$ cat config.mk
export PLATFORM = sky130hd
export DESIGN_NAME = detector_botoes_debounce
export DESIGN_NICKNAME = d
export VERILOG_FILES = /design/src/rtl/detector_pkg.sv /design/src/rtl/debounce_canal.sv /design/src/rtl/detector_botoes_debounce.sv
export SDC_FILE = /design/constraint.sdc
export NUM_CORES = 1
export LEC_CHECK = 0
export CAP_MARGIN = 30
export CORE_ASPECT_RATIO = 0.6
export CORE_MARGIN = 10
export CORE_UTILIZATION = 35
export CTS_CLUSTER_DIAMETER = 60
export DETAILED_ROUTE_END_ITERATION = 8
export SLEW_MARGIN = 20
export SYNTH_ARGS = -nofsm -noshare
export SYNTH_HDL_FRONTEND = slang
export SYNTH_SLANG_ARGS = --single-unit
$ cat constraint.sdc
create_clock -name clk -period 3.1 [get_ports clk]
set_clock_uncertainty 0.05 [all_clocks]
set_input_delay 0.93 -clock clk [delete_from_list [all_inputs] [get_ports clk]]
set_output_delay 0.93 -clock clk [all_outputs]
set_load 0.02 [all_outputs]
$ cat src/rtl/detector_pkg.sv
// Shared constants for the push-button front end: 50 MHz default timings and raw pin levels.
package detector_pkg;

    localparam int DEBOUNCE_PADRAO = 250_000;     // 5 ms
    localparam int HOLD_PADRAO     = 25_000_000;  // 500 ms
    localparam int REPEAT_PADRAO   = 5_000_000;   // 100 ms

    localparam logic BOTAO_PRESSIONADO = 1'b0;
    localparam logic BOTAO_SOLTO       = 1'b1;

    function automatic int max_int(input int a, input int b);
        return (a > b) ? a : b;
    endfunction

endpackage

$ cat src/rtl/debounce_canal.sv
// Single button channel: 2-flop synchroniser, stability counter, debounced level and edge flags.
// Auto-repeat pulses are built only when DETECTOR_REPEAT_EN is defined.
module debounce_canal
    import detector_pkg::*;
#(
    parameter int DEBOUNCE_CICLOS = DEBOUNCE_PADRAO,
    parameter int HOLD_CICLOS     = HOLD_PADRAO,
    parameter int REPEAT_CICLOS   = REPEAT_PADRAO
) (
    input  logic clk,
    input  logic rst_n,
    input  logic botao_n,
    output logic estado,
    output logic flag_press,
    output logic flag_solta,
    output logic flag_repete
);

    localparam int CW = $clog2(DEBOUNCE_CICLOS);
    localparam logic [CW-1:0] CNT_FIM = CW'(DEBOUNCE_CICLOS - 1);

    if (DEBOUNCE_CICLOS < 2) begin : g_erro_debounce
        $error("DEBOUNCE_CICLOS must be at least 2");
    end
    if (HOLD_CICLOS < 1 || REPEAT_CICLOS < 1) begin : g_erro_repeat
        $error("HOLD_CICLOS and REPEAT_CICLOS must be at least 1");
    end

    logic          sync1_q, sync1_d, sync2_q, sync2_d;
    logic [CW-1:0] cnt_q, cnt_d;
    logic          estado_q, estado_d;
    logic          press_q, press_d, solta_q, solta_d;
    logic          nivel, aceita;

    always_comb begin
        sync1_d  = botao_n;
        sync2_d  = sync1_q;
        nivel    = (sync2_q == BOTAO_PRESSIONADO);
        aceita   = (nivel != estado_q) && (cnt_q == CNT_FIM);
        // any cycle where the synchronised level agrees with estado restarts the window
        cnt_d    = '0;
        if ((nivel != estado_q) && !aceita)
            cnt_d = cnt_q + 1'b1;
        estado_d = estado_q ^ aceita;
        press_d  = aceita & ~estado_q;
        solta_d  = aceita & estado_q;
    end

    always_ff @(posedge clk or negedge rst_n) begin
        if (!rst_n) begin
            sync1_q  <= BOTAO_SOLTO;
            sync2_q  <= BOTAO_SOLTO;
            cnt_q    <= '0;
            estado_q <= 1'b0;
            press_q  <= 1'b0;
            solta_q  <= 1'b0;
        end else begin
            sync1_q  <= sync1_d;
            sync2_q  <= sync2_d;
            cnt_q    <= cnt_d;
            estado_q <= estado_d;
            press_q  <= press_d;
            solta_q  <= solta_d;
        end
    end

    assign estado     = estado_q;
    assign flag_press = press_q;
    assign flag_solta = solta_q;

`ifdef DETECTOR_REPEAT_EN
    localparam int RW = $clog2(max_int(max_int(HOLD_CICLOS, REPEAT_CICLOS), 2));
    localparam logic [RW-1:0] HOLD_FIM = RW'(HOLD_CICLOS - 1);
    localparam logic [RW-1:0] REP_FIM  = RW'(REPEAT_CICLOS - 1);

    logic [RW-1:0] rep_cnt_q, rep_cnt_d;
    logic          fase_q, fase_d;      // 0: waiting for hold, 1: repeating
    logic          repete_q, repete_d;

    always_comb begin
        rep_cnt_d = '0;
        fase_d    = 1'b0;
        repete_d  = 1'b0;
        // counting only while held; the release-accept edge clears so no pulse lands with flag_solta
        if (estado_q && !aceita) begin
            if (rep_cnt_q == (fase_q ? REP_FIM : HOLD_FIM)) begin
                repete_d = 1'b1;
                fase_d   = 1'b1;
            end else begin
                rep_cnt_d = rep_cnt_q + 1'b1;
                fase_d    = fase_q;
            end
        end
    end

    always_ff @(posedge clk or negedge rst_n) begin
        if (!rst_n) begin
            rep_cnt_q <= '0;
            fase_q    <= 1'b0;
            repete_q  <= 1'b0;
        end else begin
            rep_cnt_q <= rep_cnt_d;
            fase_q    <= fase_d;
            repete_q  <= repete_d;
        end
    end

    assign flag_repete = repete_q;
`else
    assign flag_repete = 1'b0;
`endif

endmodule

$ cat src/rtl/detector_botoes_debounce.sv
// N-channel active-low push-button front end; one independent debounce_canal per button.
// Auto-repeat is enabled by defining DETECTOR_REPEAT_EN.
module detector_botoes_debounce
    import detector_pkg::*;
#(
    parameter int N_BOTOES        = 4,
    parameter int DEBOUNCE_CICLOS = DEBOUNCE_PADRAO,
    parameter int HOLD_CICLOS     = HOLD_PADRAO,
    parameter int REPEAT_CICLOS   = REPEAT_PADRAO
) (
    input  logic                clk,
    input  logic                rst_n,
    input  logic [N_BOTOES-1:0] botoes_n,
    output logic [N_BOTOES-1:0] estado,
    output logic [N_BOTOES-1:0] flag_press,
    output logic [N_BOTOES-1:0] flag_solta,
    output logic [N_BOTOES-1:0] flag_repete
);

    for (genvar i = 0; i < N_BOTOES; i++) begin : g_canal
        debounce_canal #(
            .DEBOUNCE_CICLOS (DEBOUNCE_CICLOS),
            .HOLD_CICLOS     (HOLD_CICLOS),
            .REPEAT_CICLOS   (REPEAT_CICLOS)
        ) u_canal (
            .clk         (clk),
            .rst_n       (rst_n),
            .botao_n     (botoes_n[i]),
            .estado      (estado[i]),
            .flag_press  (flag_press[i]),
            .flag_solta  (flag_solta[i]),
            .flag_repete (flag_repete[i])
        );
    end

endmodule

==> results.sh <==
export IMPL_yosys_warnings=0
export IMPL_endpoint="estado[0]"
export IMPL_synth_commonest_cells="dfrtp_1, nor2_1, xnor2_1"
export IMPL_syn_cell_area_sq_um=4430
export IMPL_timing_hold_ws_ns=0.307
export IMPL_synth_top_family_by_area="simple AND/OR/NAND/NOR gates"
export IMPL_drt_iter0_drc=187
export IMPL_synth_area_per_cell_sq_um=10.3
export IMPL_via_per_inst=4.94
export IMPL_arrival_ns=1.39
export IMPL_cts_sinks=92
export IMPL_io_buffers=17
export IMPL_ff2ff_path_depth=4
export IMPL_r2r_end="g_canal[1].u_canal.cnt_q[8]$_DFF_PN0_"
export IMPL_drt_pass1_iter_count=4
export IMPL_start_util_pct=36.3
export IMPL_ctsHoldBuffers=0
export IMPL_synth_ff_type="dfrtp_1"
export IMPL_hpwl_mm=5.86
export IMPL_antenna_found_initial=0
export IMPL_synth_compound_area_share_pct=3.25
export IMPL_stdcell_area_sq_um=4990
export IMPL_cts_buffers=9
export IMPL_rows=31
export IMPL_yosysMostFrequentCell="dfrtp_1"
export IMPL_area_delta_synth_final_pct=12.7
export IMPL_postCtsResizedCells=0
export IMPL_power_per_cell_area_nw_per_um2=487
export IMPL_hold_class="reg2reg"
export IMPL_startpoint="g_canal[0].u_canal.estado$_DFF_PN0_"
export IMPL_drtAntennaViolNets=0
export IMPL_finalWeightedCongestion=0.812
export IMPL_cts_path_max_buffers=2
export IMPL_dpl_cell_area_sq_um=4690
export IMPL_root_buffer="clkbuf_16"
export IMPL_rrSetupSlack_ns=1.00
export IMPL_irDropWorstVdd_v=0.000259
export IMPL_grt_first_pass_wirelength_mm=14.7
export IMPL_post_cts_buffers=0
export IMPL_num_vias=3035
export IMPL_r2r_start="g_canal[1].u_canal.cnt_q[10]$_DFF_PN0_"
export IMPL_synth_edf_count=0
export IMPL_ys_seq_area_share_pct=52.2
export IMPL_drv_cap=0
export IMPL_synth_ff_latch_count=92
export IMPL_crit_fanout=4
export IMPL_die_h_um=107
export IMPL_ys_types=36
export IMPL_grtUsageTotal_pct=10.2
export IMPL_hold_viol_final=0
export IMPL_yosysTopAreaCell="dfrtp_1"
export IMPL_endpoint_kind="output port"
export IMPL_synth_top_area_share_pct=47.4
export IMPL_synthCells=431
export IMPL_synth_xor_area_share_pct=11.7
export IMPL_clk_pin_slew_ns=0.07
export IMPL_placed_cells=598
export IMPL_clock_fmax_mhz=422
export IMPL_slew_viol_final=0
export IMPL_rsz0062_at_grt="no"
export IMPL_finalSetupViolations=0
export IMPL_overflow=0
export IMPL_grt_pass1_vias=2935
export IMPL_critPathKind="reg2out"
export IMPL_critPathRequiredTime_ns=2.12
export IMPL_period_needed_ns=2.37
export IMPL_coreArea_sq_um=12200
export IMPL_worstMarginPinSlew_ns=0.775
export IMPL_async_flop_share_pct=100
export IMPL_grt_start_max_net_pins=47
export IMPL_relSlewSlack_pct=48.3
export IMPL_ios=22
export IMPL_slowest_delay_ns=0.63
export IMPL_synth_fa_ha_area_share_pct=3.39
export IMPL_cp_top_family="buffers and inverters"
export IMPL_finalSetupTns_ns=0
export IMPL_fin_crit_sh_pct=76.5
export IMPL_drt_wirelength_per_cell_um=13.7
export IMPL_crit_buf_inv=1
export IMPL_clkLatencyLatePin_ns=0.35
export IMPL_cts_tree="done"
export IMPL_routed_wl_mm=8.40
export IMPL_synthSimpleGateAreaFrac_pct=24.0
export IMPL_drcViolationCount=0
export IMPL_diodes=0
export IMPL_power_uw=2430
export IMPL_muxShareOfSynthArea_pct=0.452
export IMPL_dieArea_sq_um=17700
export IMPL_cp_num_cells=1
export IMPL_htreeDepth=3
export IMPL_cp_start_kind="register"
export IMPL_slowest_stage="clkdlybuf4s50_1"
export IMPL_ys_top_cells_by_area="dfrtp_1, xnor2_1, nor2_1, dfstp_2, ha_1"
export IMPL_p_leak_uw=0.00200
export IMPL_drive_above_1_share_pct=8.24
export IMPL_fin_cells=614
export IMPL_die_x_um=165
export IMPL_nets=462
export IMPL_status="finished, final reports clean"
export IMPL_crit_chain="clkdlybuf4s50_1"
-- how the worst min path moves through the flow --
stage / startpoint / endpoint / slack [ns] / depth (start not counted)
after floorplan: g_canal[0].u_canal.sync1_q$_DFF_PN1_ / g_canal[0].u_canal.sync2_q$_DFF_PN1_ / 0.30 / 0
after global placement: g_canal[3].u_canal.sync1_q$_DFF_PN1_ / g_canal[3].u_canal.sync2_q$_DFF_PN1_ / 0.30 / 0
after detailed placement: g_canal[0].u_canal.sync1_q$_DFF_PN1_ / g_canal[0].u_canal.sync2_q$_DFF_PN1_ / 0.30 / 0
after CTS: g_canal[3].u_canal.sync1_q$_DFF_PN1_ / g_canal[3].u_canal.sync2_q$_DFF_PN1_ / 0.31 / 0
after global routing: g_canal[0].u_canal.sync1_q$_DFF_PN1_ / g_canal[0].u_canal.sync2_q$_DFF_PN1_ / 0.31 / 0
final: g_canal[0].u_canal.sync1_q$_DFF_PN1_ / g_canal[0].u_canal.sync2_q$_DFF_PN1_ / 0.31 / 0
-- layer usage --
layer	part of all wire [%]	vias up	GRT usage [%]
met5	0	-	0
met4	1.2	0	3.97
met3	4.4	8	3.51
met2	42	47	14.1
met1	53	1482	14.3
li1	-	1498	-
-- layout make-up --
cell class	instances	area (sq um)
Clock buffer	10	229
Fill cell	1171	7220
Tap cell	165	206
Multi-Input combinational cell	302	1910
Timing Repair Buffer	21	198
Sequential cell	92	2310
Clock inverter	6	71.3
Inverter	18	67.6
-- per-stage QoR --
step	setup slack, ns	util, %
3_5_place_dp	1.05	38.4
2_1_floorplan	1.41	-
3_3_place_gp	1.11	38.4
4_1_cts	0.706	40.9
5_1_grt	0.658	40.9
6_report	0.729	40.9
-- report_power, final --
group	internal [uW]	switching, uW	leakage, uW
Combinational	24.6	57.9	0.000613
Sequential	1220	16.4	0.00125
Clock	632	479	0.000140
Total	1880	554	0.00200
-- layout by cell type, fill, tap and decap left out, types with 2 or more instances in the layout --
| master | n |
|---|---|
| nand4_1 | 21 |
| mux2i_1 | 2 |
| xor2_1 | 14 |
| o31ai_1 | 3 |
| nor4b_1 | 2 |
| nor3_1 | 14 |
| or3_1 | 3 |
| nand4_2 | 2 |
| o21ai_0 | 6 |
| xnor2_1 | 45 |
| nand4b_1 | 4 |
| and3_1 | 4 |
| a21oi_1 | 7 |
| nand3_1 | 24 |
| inv_1 | 18 |
| clkdlybuf4s50_1 | 16 |
| dfrtp_1 | 84 |
| buf_4 | 5 |
| o31ai_4 | 2 |
| clkinvlp_4 | 2 |
| nor4_1 | 17 |
| or4_1 | 3 |
| nor2_1 | 77 |
| and2_1 | 5 |
| conb_1 | 4 |
| nand2_1 | 17 |
| ha_1 | 12 |
| and4_1 | 7 |
| clkbuf_16 | 9 |
| dfstp_2 | 8 |
| inv_6 | 2 |
-- cells by family (layout without fill, tap and decap cells) --
kind of cell               Yosys count  in the layout
muxes                                2              2
AOI/OAI and AO/OA                   20             20
buffers and inverters               40             55
other                                1              4
adders and majority gates           12             12
xor gates and xnor gates            59             59
DFF                                 92             92
and+or+nand+nor                    205            205
-- sequential cells by signal (all words and copies together) (netlist names) --
register and cells:
g_canal.u_canal.flag_press 4, g_canal.u_canal.cnt_q 72, g_canal.u_canal.estado 4, g_canal.u_canal.sync2_q 4
g_canal.u_canal.sync1_q 4, g_canal.u_canal.flag_solta 4
Note: power is estimated with default switching activity, not from simulation.
